==> src/rtl/fifo_wr_arbiter_if.sv <==
`default_nettype none
// ============================================================================
// Module      : fifo_wr_arbiter_if
// Description : Two producer valid/ready channels plus the sys_fifo write port.
// Revision    : 1.0 - initial release
// ============================================================================
interface fifo_wr_arbiter_if #(
    parameter int DATA_W = 16
);
    logic              s0_valid;
    logic [DATA_W-1:0] s0_data;
    logic              s0_ready;
    logic              s1_valid;
    logic [DATA_W-1:0] s1_data;
    logic              s1_ready;
    logic              fifo_full;
    logic              fifo_wr_en;
    logic [DATA_W-1:0] fifo_data_in;

    // Arbiter side: consumes producer words, drives the fifo write port.
    modport slave (
        input  s0_valid, s0_data, s1_valid, s1_data, fifo_full,
        output s0_ready, s1_ready, fifo_wr_en, fifo_data_in
    );

    // Environment side: producers and the fifo model.
    modport master (
        output s0_valid, s0_data, s1_valid, s1_data, fifo_full,
        input  s0_ready, s1_ready, fifo_wr_en, fifo_data_in
    );
endinterface
`default_nettype wire

==> src/rtl/fifo_wr_arbiter.sv <==
`default_nettype none
// ============================================================================
// Module      : fifo_wr_arbiter
// Description : Round-robin burst arbiter sharing one sys_fifo write port
//               between two producers, with per-port accepted-word counters.
// Revision    : 1.0 - initial release
// ============================================================================
module fifo_wr_arbiter #(
    parameter int DATA_W    = 16,
    parameter int MAX_BURST = 4,
    parameter int CNT_W     = 16
) (
    input  wire logic             clk,
    input  wire logic             rst,
    fifo_wr_arbiter_if.slave      bus,
    output logic                  busy,
    output logic [CNT_W-1:0]      cnt0,
    output logic [CNT_W-1:0]      cnt1
);

    localparam int                BEAT_W     = $clog2(MAX_BURST + 1);
    localparam logic [BEAT_W-1:0] C_MAX_BEAT = BEAT_W'(MAX_BURST);

    typedef enum logic [1:0] {
        ST_IDLE = 2'd0,
        ST_GNT0 = 2'd1,
        ST_GNT1 = 2'd2
    } state_t;

    state_t             st_q, st_d;
    logic [BEAT_W-1:0]  beat_q, beat_d;
    logic               last_q, last_d;
    logic [CNT_W-1:0]   cnt0_q, cnt0_d;
    logic [CNT_W-1:0]   cnt1_q, cnt1_d;

    logic               w_own_vld;
    logic               w_own_sel;
    logic               w_own_valid;
    logic               w_ready0;
    logic               w_ready1;
    logic               w_xfer0;
    logic               w_xfer1;
    logic               w_xfer;
    logic [BEAT_W-1:0]  w_beat_c;
    logic [DATA_W-1:0]  w_data;

    // Owner selection; in IDLE a tie goes to the port not served last.
    always_comb begin
        w_own_vld = 1'b0;
        w_own_sel = 1'b0;
        case (st_q)
            ST_GNT0: w_own_vld = 1'b1;
            ST_GNT1: begin
                w_own_vld = 1'b1;
                w_own_sel = 1'b1;
            end
            default: begin
                if (bus.s0_valid && bus.s1_valid) begin
                    w_own_vld = 1'b1;
                    w_own_sel = ~last_q;
                end else if (bus.s0_valid) begin
                    w_own_vld = 1'b1;
                end else if (bus.s1_valid) begin
                    w_own_vld = 1'b1;
                    w_own_sel = 1'b1;
                end
            end
        endcase
    end

    assign w_own_valid = w_own_sel ? bus.s1_valid : bus.s0_valid;
    assign w_ready0    = w_own_vld & ~w_own_sel & ~bus.fifo_full;
    assign w_ready1    = w_own_vld &  w_own_sel & ~bus.fifo_full;
    assign w_xfer0     = bus.s0_valid & w_ready0;
    assign w_xfer1     = bus.s1_valid & w_ready1;
    assign w_xfer      = w_xfer0 | w_xfer1;
    assign w_data      = !w_own_vld ? '0 : (w_own_sel ? bus.s1_data : bus.s0_data);

    assign bus.s0_ready     = w_ready0;
    assign bus.s1_ready     = w_ready1;
    assign bus.fifo_wr_en   = w_xfer;
    assign bus.fifo_data_in = w_data;

    // Next state: a full burst returns to IDLE on its last beat so the
    // following cycle re-arbitrates without a bubble.
    always_comb begin
        st_d     = st_q;
        beat_d   = beat_q;
        last_d   = last_q;
        w_beat_c = (st_q == ST_IDLE) ? BEAT_W'(1) : beat_q + BEAT_W'(1);
        if (w_xfer) begin
            if (w_beat_c == C_MAX_BEAT) begin
                st_d   = ST_IDLE;
                beat_d = '0;
                last_d = w_own_sel;
            end else begin
                st_d   = w_own_sel ? ST_GNT1 : ST_GNT0;
                beat_d = w_beat_c;
            end
        end else if (st_q != ST_IDLE && !w_own_valid) begin
            st_d   = ST_IDLE;
            beat_d = '0;
            last_d = w_own_sel;
        end
        cnt0_d = cnt0_q + CNT_W'(w_xfer0);
        cnt1_d = cnt1_q + CNT_W'(w_xfer1);
    end

    always_ff @(posedge clk) begin
        if (rst) begin
            st_q   <= ST_IDLE;
            beat_q <= '0;
            last_q <= 1'b1;
            cnt0_q <= '0;
            cnt1_q <= '0;
        end else begin
            st_q   <= st_d;
            beat_q <= beat_d;
            last_q <= last_d;
            cnt0_q <= cnt0_d;
            cnt1_q <= cnt1_d;
        end
    end

    assign busy = (st_q != ST_IDLE);
    assign cnt0 = cnt0_q;
    assign cnt1 = cnt1_q;

endmodule
`default_nettype wire

==> src/flat_wrapper.sv <==
// flat-port wrapper written by rule: the top's interface ports become plain ports
module fifo_wr_arbiter_flat 
#(
    parameter int DATA_W    = 16,
    parameter int MAX_BURST = 4,
    parameter int CNT_W     = 16
)
  (clk, rst, busy, cnt0, cnt1, bus_s0_valid, bus_s0_data, bus_s1_valid, bus_s1_data, bus_fifo_full, bus_s0_ready, bus_s1_ready, bus_fifo_wr_en, bus_fifo_data_in);
  fifo_wr_arbiter_if #(.DATA_W(DATA_W)) bus_i ();
  input  wire logic clk;
  input  wire logic rst;
  output logic busy;
  output logic [CNT_W-1:0] cnt0;
  output logic [CNT_W-1:0] cnt1;
  input wire logic [$bits(bus_i.s0_valid)-1:0] bus_s0_valid;
  input wire logic [$bits(bus_i.s0_data)-1:0] bus_s0_data;
  input wire logic [$bits(bus_i.s1_valid)-1:0] bus_s1_valid;
  input wire logic [$bits(bus_i.s1_data)-1:0] bus_s1_data;
  input wire logic [$bits(bus_i.fifo_full)-1:0] bus_fifo_full;
  output wire logic [$bits(bus_i.s0_ready)-1:0] bus_s0_ready;
  output wire logic [$bits(bus_i.s1_ready)-1:0] bus_s1_ready;
  output wire logic [$bits(bus_i.fifo_wr_en)-1:0] bus_fifo_wr_en;
  output wire logic [$bits(bus_i.fifo_data_in)-1:0] bus_fifo_data_in;
  assign bus_i.s0_valid = bus_s0_valid;
  assign bus_i.s0_data = bus_s0_data;
  assign bus_i.s1_valid = bus_s1_valid;
  assign bus_i.s1_data = bus_s1_data;
  assign bus_i.fifo_full = bus_fifo_full;
  assign bus_s0_ready = bus_i.s0_ready;
  assign bus_s1_ready = bus_i.s1_ready;
  assign bus_fifo_wr_en = bus_i.fifo_wr_en;
  assign bus_fifo_data_in = bus_i.fifo_data_in;
  fifo_wr_arbiter #(.DATA_W(DATA_W), .MAX_BURST(MAX_BURST), .CNT_W(CNT_W)) u_core (.clk(clk), .rst(rst), .bus(bus_i), .busy(busy), .cnt0(cnt0), .cnt1(cnt1));
endmodule
==> config.mk <==
export PLATFORM = sky130hd
export DESIGN_NAME = fifo_wr_arbiter_flat
export DESIGN_NICKNAME = d
export VERILOG_FILES = /design/src/rtl/fifo_wr_arbiter_if.sv /design/src/rtl/fifo_wr_arbiter.sv /design/src/flat_wrapper.sv
export SDC_FILE = /design/constraint.sdc
export NUM_CORES = 1
export LEC_CHECK = 0
export BUFFER_PORTS_ARGS = -buffer_cell sky130_fd_sc_hd__buf_2
export CORE_ASPECT_RATIO = 0.9
export CORE_MARGIN = 2
export CORE_UTILIZATION = 30
export CTS_BUF_LIST = sky130_fd_sc_hd__clkbuf_8
export CTS_CLUSTER_DIAMETER = 50
export CTS_CLUSTER_SIZE = 30
export DETAILED_ROUTE_END_ITERATION = 8
export PLACE_DENSITY_LB_ADDON = 0.05
export REMOVE_ABC_BUFFERS = 1
export SLEW_MARGIN = 40
export SYNTH_ARGS = -nofsm -noshare
export SYNTH_HDL_FRONTEND = slang
export SYNTH_SLANG_ARGS = --single-unit
==> constraint.sdc <==
create_clock -name clk -period 3 [get_ports clk]
set_input_delay 0 -clock clk [delete_from_list [all_inputs] [get_ports clk]]
set_output_delay 0 -clock clk [all_outputs]
set_load 0.05 [all_outputs]
Yosys cells after proc, flatten, opt, wreduce, memory -nomap -nowiden
Index checks and enable logic that the tools add are counted.

Word-level logic and storage cells: 51. Input bits: 37. Register bits: 38. Output and inout bits: 52.

Reduce and logical (&&, ||, !) cells: 8. Bitwise gates (word level): 10. Equal/unequal tests: 4. Add/subtract/negate cells: 3. Mux-type cells: 21.

Operators with widths (number): $add 16x1->16 (2); $mux 16 (2); $mux 3 (4); $mux 1 (10); $mux 2 (4); $and 1x1->1 (6); $reduce_bool 2->1 (2); $add 3x1->3 const B (1); $eq 3x3->1 const B (1); $not 1->1 (3); $eq 2x1->1 const B (1); $eq 2x2->1 const B (1); $logic_and 1x1->1 (2); $logic_not 2->1 (1); $ne 2x1->1 const B (1); $pmux 1 s2 (1); $reduce_and 2->1 (1); $reduce_or 2->1 (1); $logic_not 1->1 (1); $or 1x1->1 (1).

Longest topological paths before layout
Word-level depth: 11. Gate-level depth with buffers: 12. Gate-level depth less buffers: 12.

Least setup slack after synthesis
No wires, ideal clock.

Path kind: reg2out. Start point: register u_core.st_q[1]. End point: output port bus_fifo_data_in[10]. Cell stages (with the launch flop): 9. Path buffers: 1. Required time: 3.000 ns. Data arrival time: 2.299 ns. Slack: 0.701 ns. Cell sequence: dfxtp_1 inv_1 ha_1 nand2b_1 nand2b_1 nand2_1 buf_2 nand2_1 a21oi_1.

Cells in the longest elaborated chain, start to end: 4. Elaborated cells on any way between the ends: 7. Those cells by class: 2 x eq/ne; 4 x mux; 1 x reduce/logical.

Ends and longest elaborated chain: start: declaration (RTL line fifo_wr_arbiter.sv:30) `state_t st_q, st_d;`; start signal: assignment (RTL line fifo_wr_arbiter.sv:117) `st_q <= st_d;`; $eq 2x2->1 or $eq 2x1->1 (tied branches) (RTL line fifo_wr_arbiter.sv:51) `case (st_q)`; $pmux 1 s2 or $reduce_or 2->1 (tied branches); $mux 16 or $mux 1 (tied branches) (RTL line fifo_wr_arbiter.sv:77, fifo_wr_arbiter.sv:51); $mux 16 (*) (RTL line fifo_wr_arbiter.sv:77) `assign w_data = !w_own_vld ? '0 : (w_own_sel ? bus.s1_data : bus.s0_data);`; end: declaration (RTL line flat_wrapper.sv:23) `output wire logic [$bits(bus_i.fifo_data_in)-1:0] bus_fifo_data_in;`.

Mark *: on every way between the ends. The rest lies on a longest branch, timed or not.

Worst setup path after layout
Start point: register u_core.st_q[1]. End point: output port bus_fifo_data_in[0].

The elaborated chain is that of the path after synthesis.

==> results.md <==
- Multi-input logic area: around 1100 sq um
- RePlAce Congestion: around 0.73
- Clock H-tree levels: 2
- Hold path startpoint: rst
- Syn Std Cell Area: 1930 sq um
- Bufs and invs on worst path: 2
- # Max-Cap Violations: 0
- GRT overflow: 0
- Fin nets: 380
- Cts hold-fix bufs: 0
- 1st-iter DRT viols: 51
- Worst path top cell family by delay: simple AND/OR/NAND/NOR gates
- Initial Util: 31.3%
- Synth async-reset ratio: 0%
- CP cell instances: inv_1 > ha_1 > nand2b_1 > nand2b_1 > and2_1 > nand2_1 > a21oi_1 > buf_2
- Final setup violation count: 0
- R2r startpoint: u_core.st_q[1]
- Antenna violations before repair: 0
- Seq cells post-synth: 38
- Critical path fanouts, max: 18
- First-pass GRT wire length: roughly 7.5 mm
- Period utilization: a little under nine tenths
- Ant diodes: 0
- CP startpoint kind: flop
- CTS Sinks: 38
- Post-cts gate resize count: 0
- Final Skew: a little over 4 ps
- CTS Buf Count: 5
- Drt via density: 4.43
- RSZ-0062 raised after global routing: no
- TritonRoute pass-1 iters: 4
- Clock Pin Slew Worst Setup and Hold Paths: 70 ps
- Post-synth top flop: dfxtp_1
- Sequential Area: 761 sq um
- Die area: 7100 sq um
- Type of the worst setup path: flop to output port
- Flop2flop setup slack: 450 ps
- Share of cells above drive strength 1: between 30% and 40%
- Core Area: 6180 sq um
- Worst Setup End Kind: output port
- Routed wire per std cell: between 10 and 15 um
- Hold Path Class: primary input to flop
- Max_slew headroom: 52.5%
- CTS root buffer: clkbuf_8
- DP Wirelength: 3.64 mm
- Mapped Cells: 247
- Pwr per Cell Area: around 480 nW/um^2
- Tightest Pin Transition: 713 ps
- Yosys warnings: 0
- Detail Route Antenna Nets: 0
- Number of synthesized flops with an enable pin: 0
- Area grow syn2layout: 31.3%
- FP Rows: 27
- Reg2reg path depth: 12
- Port Buffers: 88
- Io pins: 89
- Data required time of the worst path: 3000 ps
- VDD IR-drop max: 0.204 mV
- Clk buf depth: 2
- All-Layer GR Usage: 13.3%
- Total Power: 0.00123 W
- Status: completed
- Fin. max-slew vios: 0
- Setup TNS: 0 ps
- Sequential share of the synthesized area: ~39%
- Lkg Pwr: 1.21 nW
- CTS tree: done
- Crit path arrival time: 2570 ps
- Max Freq: approximately 390 MHz
- Minimum clock period: 2570 ps
- Filler cells: 657
- Vias in the first global route: 1,648
- Library cells used by synthesis: 30
- Worst-Skew Late Latency: 280 ps
- Largest net degree at the start of global routing: 40
- Total number of vias: 1,870
- Die Width: 88.6 um
- Critical Path Slowest Stage Cell: and2_1
- Post-CTS setup buffers: 0
- Cell mode on critical path: nand2b_1
- Routed WL: 4.73 mm
- Capturing point of the worst reg2reg path: u_core.cnt1[14]
- Syn_area_per_cell: 7.83 sq um
- Hold endpoint: u_core.beat_q[1]
- # DRC: 0
- Final Hold Fails: 0
- Die extent in y: ~80 um
- Worst hold stages: 2
- CP peak stage delay: 560 ps
==> cell usage in the layout, fill, tap and decap left out, types with 3 or more instances in the layout <==
master    count
buf_2        88
nand2_1      47
nor2_1       39
dfxtp_1      38
a21oi_1      19
xor2_1       18
nand3_1      14
xnor2_1       9
ha_1          8
inv_1         6
nand4_1       5
clkbuf_8      5
nand2b_1      4
nor3_1        4
nor2b_1       4
a22oi_1       4
and3_1        3
o21ai_0       3
==> worst register-to-register path, cell delays in order, from the launching register on <==
cell and delay, ps:
dfxtp_1 380, inv_1 60, ha_1 370, nand2b_1 140
o2111ai_2 140, inv_2 120, ha_1 200, ha_1 190
nand3_1 180, nor3_1 330, nand2_1 100, xor2_1 140
nor2_1 50
==> per-stage QoR <==
step / hold slack [ps] / cell area (sq um) / setup slack, ps / cells / utilization [%]
floorplan: 69.1 / 1900 / 707 / 239 / -
global placement: 339 / 2460 / 455 / 415 / 39.8
detailed placement: 349 / 2460 / 452 / 415 / 39.8
CTS: 269 / 2540 / 413 / 422 / 41.0
global route: 294 / 2540 / 157 / 422 / 41.0
finish: 253 / 2540 / 428 / 422 / 41.0
==> where the power goes <==
part	internal [W]	switching, W	total (W)
Sequential	0.000515	0.00000804	0.000523
Clock	0.000156	0.000166	0.000322
Combinational	0.0000989	0.000284	0.000383
Total	0.000770	0.000459	0.00123
==> worst max-delay path by stage <==
stage / from / cells past startpoint / slack [ps] / to
after floorplan: u_core.st_q[1] / 7 / 710 / bus_fifo_data_in[0]
after global placement: u_core.st_q[1] / 12 / 460 / u_core.cnt1[14]
after detailed placement: u_core.st_q[1] / 11 / 450 / u_core.cnt0[13]
after CTS: u_core.st_q[1] / 8 / 410 / bus_fifo_data_in[0]
after global routing: u_core.st_q[1] / 8 / 160 / bus_fifo_data_in[13]
final: u_core.st_q[1] / 8 / 430 / bus_fifo_data_in[0]
==> flip-flops by register name, indices dropped and copies added, names as in the netlist <==
name and count:
u_core.beat_q 3, u_core.st_q 2, u_core.cnt1 16, u_core.last_q 1
u_core.cnt0 16
==> synth_stat cells, drive strengths merged (2+ instances only) <==
cell type	instances	share of area, %
nand2	47	9.1
nor2	39	7.6
dfxtp	38	39
a21oi	19	4.9
xor2	18	8.2
nand3	14	3.6
xnor2	9	4.1
ha	8	5.2
inv	8	1.6
nand4	5	1.6
nor3	5	1.3
a22oi	4	1.6
buf	4	1.1
clkbuf	4	0.78
nand2b	4	1.3
nor2b	4	1.3
and3	3	0.97
o2111ai	3	2.0
o21ai	3	0.78
or3	2	0.65
==> area by class of cell <==
type,count,area share [%]
multi-input cells,193,43.8
repair buffers,89,17.7
inverters,8,1.18
clock buffers,5,2.71
well taps,87,4.29
clock inverters,2,0.394
flip-flops and latches,38,30.0
==> routing by layer <==
metal,GRT usage (%),vias up,part of all wire (%)
li1,-,996,-
met1,17.6,843,48
met2,20.8,29,47
met3,3.70,2,4.5
met4,4.09,0,0.49
met5,0,-,0
==> logic make-up after synthesis <==
logic type / count (synthesis) / share of synthesized area (%)
and+or+nand+nor: 124 / 27.8
DFF: 38 / 39.4
AOI/OAI and AO/OA: 34 / 12.0
xor gates and xnor gates: 27 / 12.2
buffers and inverters: 16 / 3.43
adders and majority gates: 8 / 5.18
Power figures use the tool's default switching activity.
